--- config.mk ---
export PLATFORM = sky130hd
export DESIGN_NAME = drv_share_arbiter
export DESIGN_NICKNAME = d
export VERILOG_FILES = /design/src/rtl/drv_share_arbiter.sv
export SDC_FILE = /design/constraint.sdc
export NUM_CORES = 1
export LEC_CHECK = 0
export BUFFER_PORTS_ARGS = -buffer_cell sky130_fd_sc_hd__buf_2
export CAP_MARGIN = 0
export CORE_MARGIN = 4
export CORE_UTILIZATION = 50
export CTS_BUF_LIST = sky130_fd_sc_hd__clkbuf_4
export DETAILED_ROUTE_END_ITERATION = 10
export PLACE_DENSITY = 0.74
export SYNTH_ARGS = -nofsm -noshare
export SYNTH_HDL_FRONTEND = slang
export SYNTH_SLANG_ARGS = --single-unit
--- constraint.sdc ---
create_clock -name i_clk -period 3.6 [get_ports i_clk]
set_input_delay 0.9 -clock i_clk [delete_from_list [all_inputs] [get_ports i_clk]]
set_output_delay 0.9 -clock i_clk [all_outputs]
set_load 0.05 [all_outputs]
--- src/rtl/drv_share_arbiter.sv ---
// Round-robin arbiter sharing one registered z/y/x output stage between N_REQ requesters.
// Define DRV_ARB_HOLD_LIMIT_EN to force a release after MAX_HOLD captured beats.
module drv_share_arbiter #(
    parameter int N_REQ    = 3,
    parameter int W        = 3,
    parameter int MAX_HOLD = 4
) (
    input  logic               i_clk,
    input  logic               i_arst,
    input  logic               i_srst,
    input  logic [N_REQ-1:0]   i_req,
    input  logic [N_REQ*W-1:0] i_data,
    output logic [N_REQ-1:0]   o_gnt,
    output logic [2:0]         o_owner,
    output logic [W-1:0]       o_data,
    output logic               o_valid
);
    typedef enum logic {IDLE = 1'b0, BUSY = 1'b1} state_t;
    localparam logic [3:0] HOLD_TOP = 4'(MAX_HOLD - 1);

    state_t           state_q, state_d;
    logic [N_REQ-1:0] gnt_q, gnt_d;
    logic [2:0]       owner_q, owner_d;
    logic [2:0]       ptr_q, ptr_d;
    logic [W-1:0]     data_q, data_d;
    logic             valid_q, valid_d;
    logic [3:0]       hold_cnt_q, hold_cnt_d;

    logic [7:0]       req_pad;
    logic [3:0]       idx;
    logic [2:0]       win;
    logic             any_req;
    logic             own_req;
    logic             hold_last;
    logic [W-1:0]     own_data;

    // First active requester at or above the pointer, wrapping modulo N_REQ.
    always_comb begin
        req_pad = 8'(i_req);
        win     = ptr_q;
        any_req = 1'b0;
        idx     = 4'd0;
        for (int i = 0; i < N_REQ; i++) begin
            idx = {1'b0, ptr_q} + 4'(i);
            if (idx >= 4'(N_REQ)) idx = idx - 4'(N_REQ);
            if (!any_req && req_pad[idx[2:0]]) begin
                any_req = 1'b1;
                win     = idx[2:0];
            end
        end
    end

    always_comb begin
        own_req  = 1'b0;
        own_data = '0;
        for (int k = 0; k < N_REQ; k++) begin
            if (owner_q == 3'(k)) begin
                own_req  = i_req[k];
                own_data = i_data[k*W +: W];
            end
        end
    end

`ifdef DRV_ARB_HOLD_LIMIT_EN
    assign hold_last = (hold_cnt_q == HOLD_TOP);
`else
    assign hold_last = 1'b0;
`endif

    always_ff @(posedge i_clk or negedge i_arst) begin
        if (!i_arst) state_q <= IDLE;
        else         state_q <= state_d;
    end

    always_comb begin
        state_d = state_q;
        if (i_srst) begin
            state_d = IDLE;
        end else begin
            case (state_q)
                IDLE:    if (any_req) state_d = BUSY;
                BUSY:    if (!own_req || hold_last) state_d = IDLE;
                default: state_d = IDLE;
            endcase
        end
    end

    // Grant, capture and release; a dropped request wins over a forced release.
    always_comb begin
        gnt_d      = gnt_q;
        owner_d    = owner_q;
        ptr_d      = ptr_q;
        data_d     = data_q;
        valid_d    = 1'b0;
        hold_cnt_d = hold_cnt_q;
        if (i_srst) begin
            gnt_d      = '0;
            owner_d    = '0;
            ptr_d      = '0;
            data_d     = '0;
            hold_cnt_d = '0;
        end else if (state_q == IDLE) begin
            if (any_req) begin
                gnt_d = '0;
                for (int k = 0; k < N_REQ; k++) gnt_d[k] = (win == 3'(k));
                owner_d    = win;
                ptr_d      = (win == 3'(N_REQ - 1)) ? 3'd0 : win + 3'd1;
                hold_cnt_d = '0;
            end
        end else if (own_req) begin
            data_d  = own_data;
            valid_d = 1'b1;
            if (hold_cnt_q < HOLD_TOP) hold_cnt_d = hold_cnt_q + 4'd1;
            if (hold_last) gnt_d = '0;
        end else begin
            gnt_d = '0;
        end
    end

    always_ff @(posedge i_clk or negedge i_arst) begin
        if (!i_arst) begin
            gnt_q      <= '0;
            owner_q    <= '0;
            ptr_q      <= '0;
            data_q     <= '0;
            valid_q    <= 1'b0;
            hold_cnt_q <= '0;
        end else begin
            gnt_q      <= gnt_d;
            owner_q    <= owner_d;
            ptr_q      <= ptr_d;
            data_q     <= data_d;
            valid_q    <= valid_d;
            hold_cnt_q <= hold_cnt_d;
        end
    end

    assign o_gnt   = gnt_q;
    assign o_owner = owner_q;
    assign o_data  = data_q;
    assign o_valid = valid_q;
endmodule

==> results of run 1 <==
==> state kept, by name, summed over array words and instances, names as in the netlist <==
register and count:
o_gnt 3, o_data 3, state_q 1, o_owner 3, o_valid 1, ptr_q 3
==> cell usage after synthesis, types with 2 or more instances <==
library cell / count
a21oi_1: 7
nand2b_1: 3
xnor2_1: 3
or3_1: 4
a211o_1: 3
nor2b_1: 3
a211oi_1: 2
o211ai_1: 2
a32o_1: 2
and2_1: 2
inv_1: 5
mux2i_1: 5
o21ai_0: 3
nand2_1: 15
dfrtp_1: 14
nand3_1: 7
nor2_1: 9
nor3_1: 2
nand3b_1: 2
ha_1: 7
mux2_2: 2
==> per-layer routing <==
layer / wire length [µm] / vias to the layer above
met1: 1120 / 512
met4: 64 / 0
met3: 152 / 6
met5: 0 / -
met2: 1430 / 38
li1: - / 548
==> metrics by stage <==
stage	power (mW)	setup slack [ns]	util (%)	hold slack (ns)	cells
floorplan	0.953	1.03	-	0.586	132
global placement	1.10	0.827	59.5	0.481	182
detailed placement	1.12	0.783	59.5	0.489	182
CTS	1.20	0.750	60.7	0.507	186
global route	1.30	0.561	60.7	0.518	186
finish	1.20	0.745	60.7	0.508	186
==> layout make-up <==
type | instances | area share (%)
Clock buffer | 3 | 1.65
Multi-Input combinational cell | 109 | 58.9
Tap cell | 28 | 2.56
Inverter | 6 | 1.65
Timing Repair Buffer | 25 | 9.33
Sequential cell | 14 | 25.6
Clock inverter | 1 | 0.274
==> logic make-up (layout without fill, tap and decap cells) <==
| group | Yosys count | in the layout | synth area share [%] |
|---|---|---|---|
| AO/OA/AOI/OAI | 35 | 35 | 25.2 |
| AND/OR/NAND/NOR | 56 | 56 | 25.6 |
| buffers and inverters | 9 | 35 | 3.75 |
| XOR/XNOR | 4 | 4 | 2.92 |
| flip-flops | 14 | 14 | 29.2 |
| multiplexers | 7 | 7 | 6.04 |
| adder cells (fa/ha/maj) | 7 | 7 | 7.29 |
==> worst paths after layout <==
check | from | to | slack [ns] | depth (start not counted)
max | ptr_q[0]$_DFFE_PN0P_ | o_owner[0]$_DFFE_PN0P_ | 0.74 | 10
min | i_arst | o_owner[1]$_DFFE_PN0P_ | 0.51 | 1
max reg2reg | ptr_q[0]$_DFFE_PN0P_ | o_owner[0]$_DFFE_PN0P_ | 0.74 | 10
min reg2reg | o_gnt[1]$_DFFE_PN0P_ | o_gnt[1]$_DFFE_PN0P_ | 0.51 | 2
max in group asynchronous | i_arst | o_data[1]$_DFFE_PN0P_ | 2.84 | 1
min in group i_clk | o_gnt[1]$_DFFE_PN0P_ | o_gnt[1]$_DFFE_PN0P_ | 0.51 | 2
==> power by group <==
group | switching (mW) | internal, mW | leakage (nW)
Clock | 0.0461 | 0.0400 | 0.0154
Combinational | 0.517 | 0.338 | 0.440
Sequential | 0.0533 | 0.203 | 0.190
==> impl_metrics.yaml, run 1 <==
yosys:
  ys_warn_count: 0
  synth_edf_count: 0
  synth_cells: 132
  synth_top_area_share_pct: 29.2
  synth-seq-area-share_pct: 29.2
  yosysTopAreaCell: "dfrtp_1"
  synthDistinctLibCells: 51
  ys.flop_type: "dfrtp_1"
  syn_nets: 154
  synth_area_leaders: "dfrtp_1, ha_1, nand2_1"
  synth_area_um2: 1200
  async_flop_share_pct: 100
  syn_area_per_cell_um2: 9.10
  ys_seq_elements: 14
cells_and_area:
  nFillCells: 208
  nets: 181
  drive_gt1_share_pct: 27.2
  layout_common_cells: "buf_2, nand2_1, dfrtp_1"
  final_common_cell: "buf_2"
  multi_input_area_um2: 806
  antenna_cells: 0
  syn_to_final_growth_pct: 13.9
  regArea_um2: 350
  final_cell_area_um2: 1370
clock_network:
  clk_pin_slew_ns: 0.08
  cts_setup_buffers: 0
  clock_path_buffers: 2
  cts-root-buf: "clkbuf_4"
  cts.sinks: 14
  postCtsResizedCells: 0
  hold_buffers: 0
  numCtsBuffers: 3
  worstSkewPairLatency_ns: 0.27
  cts_tree: "done"
  cts_max_level: 1
drt:
  viasPerCell: 5.94
  dr.pass1.iters: 4
  drt_iter0_markers: 18
  drc: 0
  ant_nets: 0
  wl_per_cell_um: 14.9
  routed_wirelength_mm: 2.77
  vias: 1104
run:
  cap_violations: 0
global_routing:
  met1_usage_pct: 19.4
  grt_use_met3_pct: 2.26
  grt_max_degree: 15
  grt-ovfl-total: 0
  use_met2_pct: 33.9
  grt_pass1_wl_mm: 4.67
  grt_usage_pct: 17.9
  antenna_found_initial: 0
  busiest_layer: "met2"
  grt_pass1_vias: 1069
floorplan:
  die_w_um: 57.0
  fp.dieArea_um2: 3250
  rows: 17
  core-area_um2: 2250
  io_pins: 25
  start_util_pct: 53.3
  dieHeight_um: 57.0
sta:
  tightest_slew_ns: 0.461
  period_share_pct: 79.3
  fmax_ghz: 0.350
  fin_crit_ns: 2.86
  setup_viol: 0
  rsz0062_at_grt: "no"
  fin_setup_tns_ns: 0
  relSlewSlack_pct: 68.9
  final_max_slew_viol_count: 0
  skew_ns: 0.00801
  timing.final.hold_violations: 0
placed_design:
  gp_congestion: 0.876
  numPortBuffers: 24
  place_area_um2: 1340
  hpwl_mm: 2.30
power:
  p_leak_nw: 0.645
  peakVddDrop_mv: 0.488
  p_per_area_nw_per_um2: 876
setup_path:
  worstSetupStartpointType: "flop"
  crit_arrival_ns: 3.01
  cp_slowest_cell: "dfrtp_1"
  crit_family: "compound AO/OA/AOI/OAI gates"
  critical_path_buf_inv_count: 1
  cp_max_fo: 13
  crit_path_frequent_cell: "ha_1"
  critical_path_class: "flop to flop"
  crit_chain: "buf_4 > ha_1 > ha_1 > and4bb_2 > a211o_1 > a31oi_4 > a2111oi_0 > a211oi_1 > nand2b_1 > nand2_1"
  cp.required_ns: 3.75
  end_kind: "flop"
  cp_slowest_stage_delay_ns: 0.39
min_path:
  hp-class: "primary input to asynchronous set/reset pin"
outcome:
  status: "complete, no violations"
Power figures use the tool's default switching activity.
==> inputs of run 2 (changes only) <==
- ABC_AREA: default -> 1
- clock period: 3.6 -> 2.8 ns (I/O delays scaled with it)
==> impl_metrics.yaml, run 2 <==
floorplan:
  start_util_pct: 53.2
  rows: 17
  fp.dieArea_um2: 3220
  die_w_um: 56.8
  io_pins: 25
  dieHeight_um: 56.8
  core-area_um2: 2230
global_routing:
  grt_pass1_wl_mm: 4.43
  grt_pass1_vias: 1088
  grt-ovfl-total: 0
  antenna_found_initial: 0
  grt_usage_pct: 17.4
  grt_max_degree: 15
clock_network:
  cts_max_level: 1
  worstSkewPairLatency_ns: 0.28
  clock_path_buffers: 2
  cts_tree: "done"
  postCtsResizedCells: 0
  hold_buffers: 0
  numCtsBuffers: 3
  cts.sinks: 14
  cts-root-buf: "clkbuf_4"
  clk_pin_slew_ns: 0.08
  cts_setup_buffers: 0
yosys:
  synth-compound-area-share_pct: 10.7
  synth_top_family_by_area: "simple AND/OR/NAND/NOR gates"
  synth_mux_area_share_pct: 0
  ys.flop_type: "dfrtp_1"
  synth_edf_count: 0
  synth_cells: 166
  synthDistinctLibCells: 27
  synth_commonest_cells: "nand2_1, nand3_1, inv_1, dfrtp_1, nor2_1"
  synth_area_leaders: "dfrtp_1, nand2_1, nand3_1"
  synthSimpleGateAreaFrac_pct: 43.6
  ys_seq_elements: 14
  synth.most_common_cell: "nand2_1"
  ys_warn_count: 0
  synth_area_um2: 1190
  synth-adder-area-share_pct: 7.37
  syn_area_per_cell_um2: 7.16
  async_flop_share_pct: 100
  yosysTopAreaCell: "dfrtp_1"
  synth_top_area_share_pct: 29.5
  syn_nets: 188
  synth-xor-area-share_pct: 0.737
  synth-seq-area-share_pct: 29.5
drt:
  dr.pass1.iters: 4
  wl_per_cell_um: 12.2
  drt_iter0_markers: 27
  ant_nets: 0
  drc: 0
  vias: 1150
  routed_wirelength_mm: 2.69
  viasPerCell: 5.23
run:
  cap_violations: 0
setup_path:
  worstSetupStartpointType: "flop"
  crit_path_frequent_cell: "nand2_1"
  cp_slowest_stage_delay_ns: 0.58
  reg2regPathDepth: 16
  critical_path_class: "flop to flop"
  cp_max_fo: 12
  cp.required_ns: 3.02
  crit_chain: "ha_1 > ha_1 > inv_1 > nor2_2 > nand2_1 > nand2_1 > nand3_1 > nand2_1 > nand2_1 > nor2_2 > nand2_1 > nand2_1 > nand3_1 > nand2_1 > nand3_2 > nand2_1"
  crit_arrival_ns: 2.73
  end_kind: "flop"
  rrSetupSlack_ns: 0.29
  cp_slowest_cell: "dfrtp_1"
  reg2reg_to: "ptr_q[0]$_DFFE_PN0P_"
  regToRegStartpoint: "ptr_q[0]$_DFFE_PN0P_"
power:
  power_mw: 1.23
  p_per_area_nw_per_um2: 911
  p_leak_nw: 0.797
  peakVddDrop_mv: 0.559
min_path:
  hp-class: "primary input to asynchronous set/reset pin"
sta:
  setup_viol: 0
  period_share_pct: 89.7
  fmax_ghz: 0.398
  fin_ws_ns: 0.290
  final_max_slew_viol_count: 0
  timing.final.hold_violations: 0
  tightest_slew_ns: 0.529
  fin_setup_tns_ns: 0
  relSlewSlack_pct: 64.7
  rsz0062_at_grt: "no"
  skew_ns: 0.00375
  fin_crit_ns: 2.51
cells_and_area:
  antenna_cells: 0
  layout_common_cells: "nand2_1, buf_2, nand3_1"
  syn_to_final_growth_pct: 14.0
  drive_gt1_share_pct: 28.1
  nets: 216
  final_common_cell: "nand2_1"
placed_design:
  numPortBuffers: 24
  pre_cts_ws_ns: 0.332
  hpwl_mm: 2.21
  gp_congestion: 0.806
outcome:
  status: "complete, no violations"
run 2: through the flow:
| stage | util (%) | cell area (µm²) | instances | hold slack [ns] |
|---|---|---|---|---|
| after CTS | 60.7 | 1360 | 220 | 0.307 |
| after global placement | 59.7 | 1330 | 217 | 0.462 |
| after floorplan | - | 1190 | 166 | 0.404 |
| final | 60.7 | 1360 | 220 | 0.302 |
| after detailed placement | 59.7 | 1330 | 217 | 0.470 |
| after global routing | 60.7 | 1360 | 220 | 0.312 |
run 2: logic make-up (layout without fill, tap and decap cells):
kind of cell | Yosys count | in the layout
simple gates | 103 | 103
flops | 14 | 14
buf+inv | 23 | 49
xor+xnor | 1 | 1
compound gates | 18 | 18
fa+ha+maj | 7 | 7
run 2: worst max-delay path, delay by kind of cell (launching register included):
kind | cells | cell delay, ns
adders and majority gates | 2 | 0.58
buffers and inverters | 1 | 0.09
DFF | 1 | 0.58
and+or+nand+nor | 13 | 1.21
run 2: final cells by class:
| class | count | area (µm²) |
|---|---|---|
| flip-flops and latches | 14 | 350 |
| well taps | 28 | 35.0 |
| multi-input cells | 129 | 742 |
| repair buffers | 24 | 120 |
| clock buffers | 3 | 22.5 |
| fillers | 235 | 878 |
| inverters | 22 | 85.1 |
run 2: power by group:
group | leakage (nW) | internal, mW | switching (mW)
clock network | 0.0138 | 0.0499 | 0.0627
registers | 0.190 | 0.251 | 0.0500
logic | 0.594 | 0.257 | 0.564
run 2: worst max-delay path by stage:
stage,from,to,depth (start not counted)
finish,ptr_q[0]$_DFFE_PN0P_,ptr_q[0]$_DFFE_PN0P_,16
floorplan,ptr_q[1]$_DFFE_PN0P_,ptr_q[1]$_DFFE_PN0P_,15
global placement,ptr_q[0]$_DFFE_PN0P_,o_owner[0]$_DFFE_PN0P_,15
global route,ptr_q[0]$_DFFE_PN0P_,ptr_q[0]$_DFFE_PN0P_,16
detailed placement,ptr_q[0]$_DFFE_PN0P_,o_gnt[0]$_DFFE_PN0P_,16
CTS,ptr_q[0]$_DFFE_PN0P_,o_gnt[0]$_DFFE_PN0P_,16
run 2: routing by layer:
layer / up-vias / track usage (%) / share of wire, %
li1: 595 / - / -
met1: 526 / 22.2 / 47
met2: 23 / 28.2 / 47
met3: 6 / 2.07 / 3.5
met4: 0 / 9.60 / 2.7
met5: - / 0 / 0
